`config.mk`:
```
export PLATFORM = sky130hd
export DESIGN_NAME = daug_wcs_ctrl
export DESIGN_NICKNAME = d
export VERILOG_FILES = /design/src/rtl/daug_pkg.sv /design/src/rtl/daug_wprot_bank.sv /design/src/rtl/daug_wcs_ctrl.sv
export SDC_FILE = /design/constraint.sdc
export NUM_CORES = 1
export LEC_CHECK = 0
export ABC_AREA = 1
export CAP_MARGIN = 20
export CORE_MARGIN = 8
export CORE_UTILIZATION = 45
export DETAILED_ROUTE_END_ITERATION = 12
export GPL_ROUTABILITY_DRIVEN = 1
export GPL_TIMING_DRIVEN = 0
export PLACE_DENSITY = 0.69
export SYNTH_ARGS = -nofsm -noshare
export SYNTH_HDL_FRONTEND = slang
export SYNTH_SLANG_ARGS = --single-unit
```
`constraint.sdc`:
```
create_clock -name C1 -period 2.33 [get_ports C1]
set_clock_uncertainty 0.05 [all_clocks]
set_input_delay 0.3495 -clock C1 [delete_from_list [all_inputs] [get_ports C1]]
set_output_delay 0.3495 -clock C1 [all_outputs]
set_load 0.05 [all_outputs]
```
`src/rtl/daug_pkg.sv`:
```
// Shared types for the daughterboard WCS controller: FSM states, access kinds
// and the default CAS length.
package daug_pkg;

  localparam int CAS_CYCLES_DEF = 2;

  typedef enum logic [2:0] {
    S_IDLE,
    S_LOCK,
    S_ROMRD,
    S_RD,
    S_WR,
    S_ERR,
    S_DONE
  } state_e;

  typedef enum logic [2:0] {
    K_NONE,
    K_LOCK,
    K_ROM,
    K_RD,
    K_WR,
    K_ERR
  } kind_e;

  function automatic state_e kind_to_state(kind_e k);
    case (k)
      K_LOCK:  return S_LOCK;
      K_ROM:   return S_ROMRD;
      K_RD:    return S_RD;
      K_WR:    return S_WR;
      K_ERR:   return S_ERR;
      default: return S_IDLE;
    endcase
  endfunction

endpackage

```
`src/rtl/daug_wprot_bank.sv`:
```
// Per-bank write-protect latches: set-only from a LOCK access, cleared only
// by reset, with an indexed lookup that also folds in software-ROM mode.
module daug_wprot_bank
  import daug_pkg::*;
#(
  parameter int NBANK = 2,
  parameter int IDX_W = 1
) (
  input  logic             i_clk,
  input  logic             i_rst,
  input  logic             i_set,
  input  logic [IDX_W-1:0] i_set_idx,
  input  logic [IDX_W-1:0] i_rd_idx,
  input  logic             i_srom,
  output logic [NBANK-1:0] o_lock,
  output logic             o_locked,
  output logic             o_prot
);

  logic [NBANK-1:0] r_lock;
  logic             w_locked;

  // NOTE: sequential state is written with non-blocking assignments only.
  always_ff @(posedge i_clk or posedge i_rst) begin
    if (i_rst) begin
      r_lock <= '0;
    end else if (i_set) begin
      for (int i = 0; i < NBANK; i++) begin
        if (i_set_idx == IDX_W'(i)) r_lock[i] <= 1'b1;
      end
    end
  end

  // Indices past NBANK read as unlocked; the top handles them explicitly.
  always_comb begin
    w_locked = 1'b0;
    for (int i = 0; i < NBANK; i++) begin
      if (i_rd_idx == IDX_W'(i)) w_locked = r_lock[i];
    end
  end

  assign o_lock   = r_lock;
  assign o_locked = w_locked;
  assign o_prot   = w_locked | i_srom;

endmodule

```
`src/rtl/daug_wcs_ctrl.sv`:
```
// 68000 access arbiter between boot ROM and WCS RAM: decodes the access kind
// at start, times CAS, drives ACK/BERR, and holds strobes until the bus lets go.
module daug_wcs_ctrl
  import daug_pkg::*;
#(
  parameter int  NBANK      = 2,
  parameter int  LANES      = 2,
  parameter int  CAS_CYCLES = CAS_CYCLES_DEF,
  localparam int BSEL_W     = (NBANK > 1) ? $clog2(NBANK) : 1
) (
  input  logic              C1,
  input  logic              RES,
  input  logic              RE,
  input  logic              PRW,
  input  logic [LANES-1:0]  DS,
  input  logic              CTRL,
  input  logic [BSEL_W-1:0] BSEL,
  input  logic              SROM,
  output logic [NBANK-1:0]  ROMEN,
  output logic [LANES-1:0]  CEN,
  output logic              CDR,
  output logic              CDW,
  output logic              RRW,
  output logic              ACK,
  output logic              BERR,
  output logic [NBANK-1:0]  WPRO
);

  localparam int CNT_W = $clog2(CAS_CYCLES + 1);

  state_e              r_state;
  kind_e               r_kind;
  logic [LANES-1:0]    r_ds;
  logic [BSEL_W-1:0]   r_bsel;
  logic [CNT_W-1:0]    r_cnt;
  logic [NBANK-1:0]    r_romen;
  logic [LANES-1:0]    r_cen;
  logic                r_cdr, r_cdw, r_rrw, r_ack, r_berr;

  state_e              w_state_nxt;
  kind_e               w_kind;
  logic [CNT_W-1:0]    w_cnt_nxt;
  logic                w_start, w_oor, w_locked, w_prot, w_set;
  logic                w_strobe, w_ack, w_berr;
  logic [NBANK-1:0]    w_romen;

  assign w_start = RE && (DS != '0);
  assign w_oor   = int'(BSEL) >= NBANK;
  assign w_set   = (r_state == S_IDLE) && w_start && (w_kind == K_LOCK);

  daug_wprot_bank #(
    .NBANK (NBANK),
    .IDX_W (BSEL_W)
  ) u_wprot (
    .i_clk     (C1),
    .i_rst     (RES),
    .i_set     (w_set),
    .i_set_idx (BSEL),
    .i_rd_idx  (BSEL),
    .i_srom    (SROM),
    .o_lock    (WPRO),
    .o_locked  (w_locked),
    .o_prot    (w_prot)
  );

  // Out-of-range banks behave as protected with no lock latch to set.
  always_comb begin
    w_kind = K_RD;
    if (CTRL && PRW)  w_kind = w_oor ? K_ERR : K_LOCK;
    else if (CTRL)    w_kind = (w_oor || w_prot) ? K_RD : K_ROM;
    else if (PRW)     w_kind = (w_oor || w_locked) ? K_ERR : K_WR;
  end

  // NOTE: every always_comb output gets a default first so no latch is inferred.
  always_comb begin
    w_state_nxt = r_state;
    w_cnt_nxt   = r_cnt;
    w_strobe    = 1'b0;
    w_ack       = 1'b0;
    w_berr      = 1'b0;
    case (r_state)
      S_IDLE: begin
        if (w_start) begin
          w_state_nxt = kind_to_state(w_kind);
          w_cnt_nxt   = CNT_W'(CAS_CYCLES);
        end
      end
      S_LOCK: begin
        if (RE) begin
          w_ack       = 1'b1;
          w_state_nxt = S_DONE;
        end else begin
          w_state_nxt = S_IDLE;
        end
      end
      S_ROMRD, S_RD, S_WR: begin
        if (RE) begin
          w_strobe = 1'b1;
          if (r_cnt != '0) w_cnt_nxt = r_cnt - CNT_W'(1);
          if (r_cnt <= CNT_W'(1)) w_state_nxt = S_DONE;
        end else begin
          w_state_nxt = S_IDLE;
        end
      end
      S_ERR: begin
        if (RE) w_berr = 1'b1;
        else    w_state_nxt = S_IDLE;
      end
      S_DONE: begin
        if (RE && (DS != '0)) begin
          w_ack    = 1'b1;
          w_strobe = 1'b1;
        end else begin
          w_state_nxt = S_IDLE;
        end
      end
      default: w_state_nxt = S_IDLE;
    endcase
  end

  always_comb begin
    w_romen = '0;
    for (int i = 0; i < NBANK; i++) begin
      w_romen[i] = w_strobe && (r_kind == K_ROM) && (r_bsel == BSEL_W'(i));
    end
  end

  always_ff @(posedge C1 or posedge RES) begin
    if (RES) begin
      r_state <= S_IDLE;
      r_kind  <= K_NONE;
      r_ds    <= '0;
      r_bsel  <= '0;
      r_cnt   <= '0;
      r_romen <= '0;
      r_cen   <= '0;
      r_cdr   <= 1'b0;
      r_cdw   <= 1'b0;
      r_rrw   <= 1'b0;
      r_ack   <= 1'b0;
      r_berr  <= 1'b0;
    end else begin
      r_state <= w_state_nxt;
      r_cnt   <= w_cnt_nxt;
      if (r_state == S_IDLE && w_start) begin
        r_kind <= w_kind;
        r_ds   <= DS;
        r_bsel <= BSEL;
      end
      r_romen <= w_romen;
      r_cen   <= (w_strobe && (r_kind == K_RD || r_kind == K_WR)) ? r_ds : '0;
      r_cdr   <= w_strobe && (r_kind == K_RD);
      r_cdw   <= w_strobe && (r_kind == K_WR);
      r_rrw   <= w_strobe && (r_kind == K_WR);
      r_ack   <= w_ack;
      r_berr  <= w_berr;
    end
  end

  assign ROMEN = r_romen;
  assign CEN   = r_cen;
  assign CDR   = r_cdr;
  assign CDW   = r_cdw;
  assign RRW   = r_rrw;
  assign ACK   = r_ack;
  assign BERR  = r_berr;

endmodule

```
* Word level (Yosys, flattened, before mapping)
Cells that the tools add are included.
Cells by class: order comparisons 1, multiplexer cells 24, add/subtract/negate cells 1, eq/ne operators 20, reduce and logical (&&, ||, !) cells 20, bitwise operators 3
Operators by type and width (count):
- $pmux W3 S5 | 2
- $mux W3 | 9
- $eq A3 B2 Y1 const B | 6
- $eq A3 B3 Y1 const B | 6
- $logic_and A1 B1 Y1 | 10
- $ne A2 B2 Y1 const B | 5
- $mux W2 | 4
- $reduce_and A4 Y1 | 2
- $eq A3 B1 Y1 const B | 2
- $mux W1 | 6
- $reduce_bool A2 Y1 | 3
- $pmux W1 S2 | 2
- $pmux W2 S2 | 1
- $reduce_and A2 Y1 | 2
- $logic_not A3 Y1 | 1
- $ne A3 B3 Y1 const B | 1
- $reduce_or A3 Y1 | 1
- $le A2 B1 Y1 const B | 1
- $not A1 Y1 | 2
- $sub A2 B1 Y2 const B | 1
- $logic_or A1 B1 Y1 | 1
- $or A1 B1 Y1 | 1
Storage, ports and cells: word-level logic and storage cells 82, flip-flop bits (word level) 21, input bits 9

* Depth between registers and ports, before layout
Gate-level depths: netlist of run 1.
word-level depth 9, gate-level depth with buffers 9, mapped depth without buffers 9

* By module
From an unflattened synthesis of run 1, not the netlist that was laid out.
Unflattened totals: cell total of the unflattened synthesis 135, area total of the unflattened synthesis 1171.1 um2
Modules (own cells, without submodules):
- daug_wcs_ctrl | seq. area each 475.5 um2, cells each 123, area each 1063.5 um2, times used 1
- daug_wprot_bank | seq. area each 50.0 um2, cells each 12, area each 107.6 um2, times used 1

* Worst setup path before layout of run 1
No wires, ideal clock.
path kind reg2out, from register r_rrw, in the netlist RRW, to output RRW, cell stages (with the launch flop) 2, data arrival time 0.886 ns, setup slack 1.044 ns, cells stage by stage dfrtp_1 -> buf_4
RTL lines:
- start: declaration | RTL line daug_wcs_ctrl.sv:38 | logic r_cdr, r_cdw, r_rrw, r_ack, r_berr;
- start signal: assignment | RTL line daug_wcs_ctrl.sv:154 | r_rrw <= w_strobe && (r_kind == K_WR);
- end: declaration | RTL line daug_wcs_ctrl.sv:23 | output logic RRW,
No word-level cell between the ends.

* Worst setup path in the final report of run 1
from register r_rrw, in the netlist RRW, to output RRW
No word-level cell between the ends.

==> results of run 1 <==
-- final cells by class --
class	count	area (um2)
Clock inverter	1	5.00
Timing Repair Buffer	19	190
Buffer	1	7.51
Clock buffer	3	22.5
Multi-Input combinational cell	87	413
Sequential cell	21	526
Inverter	28	105
Fill cell	216	908
Tap cell	28	35.0
-- power groups by stage --
| stage | clock, mW | combinational [mW] | sequential, mW |
|---|---|---|---|
| global route | 0.194 | 0.716 | 0.563 |
| finish | 0.177 | 0.622 | 0.550 |
| CTS | 0.185 | 0.627 | 0.549 |
| floorplan | 0 | 0.428 | 0.599 |
| detailed placement | 0 | 0.621 | 0.555 |
| global placement | 0 | 0.608 | 0.552 |
-- per-layer routing --
layer	part of all wire	global-route usage	wire, um
met5	0	0	0
met4	0.028	0.0817	57
met3	0.038	0.0296	78
met2	0.45	0.166	917
met1	0.48	0.119	979
-- cell families after synthesis --
logic type / count (synthesis)
buf+inv: 29
simple gates: 68
fa+ha+maj: 2
flops: 21
compound gates: 17
-- final timing paths --
kind	startpoint	to	slack [ns]	cells past startpoint
max	RRW$_DFF_PP0_	RRW	0.37	2
min	r_bsel$_DFFE_PP0P_	ROMEN[0]$_DFF_PP0_	0.38	1
max reg2reg	r_state[1]$_DFFE_PP0P_	r_state[1]$_DFFE_PP0P_	0.95	8
min reg2reg	r_bsel$_DFFE_PP0P_	ROMEN[0]$_DFF_PP0_	0.38	1
max in group asynchronous	RES	r_state[1]$_DFFE_PP0P_	1.33	2
min in group asynchronous	RES	CEN[1]$_DFF_PP0_	0.43	2
-- sequential cells by signal (all words and copies together), names as in the netlist --
signal,count
ACK,1
BERR,1
CDR,1
CEN,2
ROMEN,2
RRW,1
r_bsel,1
r_cnt,2
r_ds,2
r_kind,3
r_state,3
u_wprot.o_lock,2
-- cells in the final DEF, fill, tap and decap left out, drive strengths merged, types with 2 or more instances in the layout --
cell type / n
nand2: 43
dfrtp: 21
o21bai: 3
inv: 28
o21ai: 12
nand4: 2
nor2: 12
clkbuf: 3
clkdlybuf4s50: 19
nor3: 2
ha: 2
nand3: 9
==> impl_metrics.py, run 1 <==
metrics = {
    "floorplan": {
        "die_h_um": 64.3,
        "die_area_um2": 4140,
        "core_um2": 2210,
        "start_util": 0.475,
        "floorplan.rows": 17,
        "die_width_um": 64.3,
        "io_pins": 20,
    },
    "cts": {
        "cts_tree": "done",
        "cts_setup_buffers": 0,
        "worstSkewPairLatency_ns": 0.31,
        "cts_made_buffers": 3,
        "cts-root-buf": "clkbuf_4",
        "clkTransAtPathRegs_ns": 0.12,
        "clockBufferDepth": 2,
        "holdBufCountCts": 0,
        "cts_resized": 0,
        "htreeDepth": 1,
        "clock_sinks": 21,
    },
    "routing": {
        "antenna_left": 0,
        "post_drt_via_cell_ratio": 4.64,
        "dr.pass1.iters": 4,
        "drtIter0Drc": 22,
        "drt-total-wl_mm": 2.03,
        "avgRoutedWirePerCell_um": 10.8,
        "drc": 0,
        "vias": 872,
    },
    "logic_synthesis": {
        "syn_inst": 137,
        "synth_edf_count": 0,
        "synth_top_family_by_area": "simple AND/OR/NAND/NOR gates",
        "synthMuxAreaShare": 0,
        "synthMostInstantiatedCell": "nand2_1",
        "syn_area_um2": 1050,
        "yosysTopAreaCell": "dfrtp_1",
        "synth-main-ff-cell": "dfrtp_1",
        "synth_commonest_cells": "nand2_1 (40), inv_1 (24), dfrtp_1 (21)",
        "yosys_warnings": 0,
        "syn_area_per_cell_um2": 7.67,
        "syn_nets": 148,
        "synth-compound-area-share": 0.0940,
        "ys_top_cells_by_area": "dfrtp_1 (50%), nand2_1 (14%), inv_1 (8.6%)",
        "ys_seq_area_frac": 0.500,
        "synthArstFlopShare": 1.00,
        "synth.top_cell.area_share": 0.500,
        "synth_seq_cells": 21,
        "synth_xor_area_frac": 0,
        "synthSimpleGateAreaFrac": 0.275,
        "synth_fa_ha_area_frac": 0.0238,
        "netlist-cell-type-count": 18,
    },
    "timing": {
        "drv_slew": 0,
        "finalCriticalPeriod_ns": 1.96,
        "whs_ns": 0.379,
        "rsz0062_at_grt": "false",
        "setup_slack_ns": 0.371,
        "period_share": 0.841,
        "max_freq_mhz": 510,
        "setup_violations": 0,
        "hold_viol_final": 0,
        "timing.setup.tns_ns": 0,
        "tightestPinTransition_ns": 0.771,
        "maxSlewHeadroom": 0.486,
    },
    "worst_setup_path": {
        "path_buf_inv": 2,
        "cpMaxStageDelayCell": "clkdlybuf4s50_1",
        "critPathMaxStageDelay_ns": 0.79,
        "start_kind": "flop",
        "required_ns": 1.93,
        "critPathKind": "flop to output pin",
        "crit_fanout": 2,
        "end_kind": "output pin",
        "critPathTopFamily": "buffers and inverters",
        "path_cells": "buf_4 > clkdlybuf4s50_1",
        "crit_arrival_ns": 1.56,
    },
    "placed_design": {
        "dp_cells": 184,
        "globalplace.congestion": 0.798,
        "post_dp_cell_area_um2": 1280,
        "dp_hpwl_mm": 1.55,
        "place_ws_ns": 0.520,
        "port_buffers": 19,
    },
    "global_route": {
        "grt_pass1_vias": 846,
        "grt_overflow": 0,
        "globalRouteTotalUtil": 0.106,
        "grt_max_degree": 22,
        "grt_pass1_wl_mm": 3.48,
        "antenna_found_initial": 0,
    },
    "power": {
        "switchingPower_mw": 0.600,
        "ir_drop_v": 0.000523,
        "powerDensity_nw_per_um2": 1030,
        "p_leak_nw": 0.694,
        "internal_power_mw": 0.749,
        "combPwrFrac": 0.461,
        "clkPwrFrac": 0.131,
        "total_power_mw": 1.35,
        "switching_share": 0.445,
        "seq_power_share": 0.408,
    },
    "final_layout": {
        "drive_above_1_share": 0.0938,
        "postLayoutCellArea_um2": 1300,
        "fin_util": 0.589,
        "fin_nets": 172,
        "syn_to_final_growth_pct": 24.0,
        "fin_cells": 188,
        "antenna_cells": 0,
    },
    "min_path": {
        "min_path_type": "flop to flop",
    },
    "job": {
        "cap_violations": 0,
    },
    "status": {
        "status": "complete, no violations",
    },
}
Note: power is estimated with default switching activity, not from simulation.
==> run 2: changes to the inputs <==
- clock period: 2.33 -> 1.9 ns (I/O delays scaled with it)
==> impl_metrics.py, run 2 (same netlist as run 1, synthesis figures left out) <==
metrics = {
    "cts": {
        "clkTransAtPathRegs_ns": 0.12,
        "cts_tree": "done",
        "htreeDepth": 1,
        "cts_setup_buffers": 0,
        "cts_resized": 1,
        "clock_sinks": 21,
        "worstSkewPairLatency_ns": 0.31,
        "cts-root-buf": "clkbuf_4",
        "holdBufCountCts": 0,
        "cts_made_buffers": 3,
        "clockBufferDepth": 2,
    },
    "min_path": {
        "min_path_type": "input pin to asynchronous set/reset pin",
    },
    "final_layout": {
        "fin_cells": 188,
        "final_cell_mix": "nand2_1 (40), inv_1 (24), dfrtp_1 (21), clkdlybuf4s50_1 (17)",
        "reg_top3": "r_kind x3, r_state x3",
        "syn_to_final_growth_pct": 24.2,
        "fillCellCount": 216,
        "antenna_cells": 0,
        "drive_above_1_share": 0.0938,
        "fin_util": 0.590,
        "mostFrequentLayoutCell": "nand2_1",
        "fin_nets": 172,
    },
    "timing": {
        "tightestPinTransition_ns": 0.771,
        "timing.setup.tns_ns": 0,
        "finalCriticalPeriod_ns": 1.82,
        "maxSlewHeadroom": 0.486,
        "max_freq_mhz": 550,
        "hold_viol_final": 0,
        "period_share": 0.958,
        "rsz0062_at_grt": "false",
        "setup_violations": 0,
        "drv_slew": 0,
    },
    "power": {
        "total_power_mw": 1.65,
        "powerDensity_nw_per_um2": 1270,
        "ir_drop_v": 0.000641,
        "p_leak_nw": 0.698,
    },
    "worst_setup_path": {
        "cpMaxStageDelayCell": "clkdlybuf4s50_1",
        "path_buf_inv": 1,
        "end_kind": "output pin",
        "path_cells": "clkdlybuf4s50_1",
        "required_ns": 1.56,
        "crit_arrival_ns": 1.48,
        "critPathTopFamily": "buffers and inverters",
        "crit_fanout": 2,
        "r2r_slack_ns": 0.52,
        "critPathKind": "flop to output pin",
        "critPathMaxStageDelay_ns": 0.81,
        "start_kind": "flop",
    },
    "floorplan": {
        "start_util": 0.475,
        "core_um2": 2210,
        "die_width_um": 64.3,
        "die_area_um2": 4140,
        "io_pins": 20,
        "floorplan.rows": 17,
        "die_h_um": 64.3,
    },
    "global_route": {
        "globalRouteTotalUtil": 0.106,
        "grt_overflow": 0,
        "grt_max_degree": 22,
        "antenna_found_initial": 0,
        "grt_pass1_vias": 846,
        "grt_pass1_wl_mm": 3.48,
    },
    "placed_design": {
        "port_buffers": 19,
        "dp_hpwl_mm": 1.55,
        "dp_cells": 184,
        "globalplace.congestion": 0.798,
    },
    "routing": {
        "post_drt_via_cell_ratio": 4.63,
        "avgRoutedWirePerCell_um": 10.8,
        "drt-total-wl_mm": 2.03,
        "vias": 871,
        "drtIter0Drc": 25,
        "dr.pass1.iters": 4,
        "drc": 0,
        "antenna_left": 0,
    },
    "status": {
        "status": "complete, no violations",
    },
    "job": {
        "cap_violations": 0,
    },
}
-- run 2: changes by cell type in the layout (fill, tap and decap cells not counted), sizes merged --
cell	delta
dlymetal6s2s	+1
clkdlybuf4s50	-2
dlygate4sd2	+1
-- run 2: report_power, final --
group / total, mW / switching [mW] / internal, mW
Combinational: 0.761 / 0.498 / 0.263
Clock: 0.217 / 0.138 / 0.0786
Sequential: 0.674 / 0.0993 / 0.575
Total: 1.65 / 0.735 / 0.917
-- run 2: routing by layer --
layer / up-vias / share of wire / wire (um) / global-route usage
met5: - / 0 / 0 / 0
met4: 0 / 0.028 / 57 / 0.0817
met3: 4 / 0.037 / 76 / 0.0296
met2: 14 / 0.45 / 917 / 0.166
met1: 389 / 0.48 / 979 / 0.119
li1: 464 / - / - / -
-- run 2: path summary, 6_finish.rpt --
kind	endpoint	cells past startpoint	start
worst max-delay path	WPRO[1]	1	u_wprot.o_lock[1]$_DFFE_PP0P_
max in group asynchronous	r_state[1]$_DFFE_PP0P_	2	RES
worst max register to register	r_state[1]$_DFFE_PP0P_	8	r_state[1]$_DFFE_PP0P_
min in group C1	ROMEN[0]$_DFF_PP0_	1	r_bsel$_DFFE_PP0P_
worst min-delay path	CEN[1]$_DFF_PP0_	2	RES
worst min register to register	ROMEN[0]$_DFF_PP0_	1	r_bsel$_DFFE_PP0P_
-- run 2: stage by stage --
stage	hold WS, ns	worst slack, ns	cell area [um2]
floorplan	0.212	0.679	1050
global placement	0.359	0.166	1280
detailed placement	0.363	0.155	1280
CTS	0.382	0.0356	1300
global route	0.399	0.0326	1310
finish	0.363	0.0805	1310
-- run 2: final cells by class --
type	count	area, um2	share of cell area
sequential	21	526	0.403
multi-input combinational	87	413	0.316
timing repair buffer	19	191	0.147
inverter	28	105	0.0805
tap	28	35.0	0.0268
clock buffer	3	22.5	0.0173
buffer	1	7.51	0.00575
clock inverter	1	5.00	0.00384
==> run 3: changes to the inputs <==
- HOLD_SLACK_MARGIN: default -> 0.02
==> results of run 3 <==
Same layout as run 2: the final DEF is identical, and so are final timing and power.
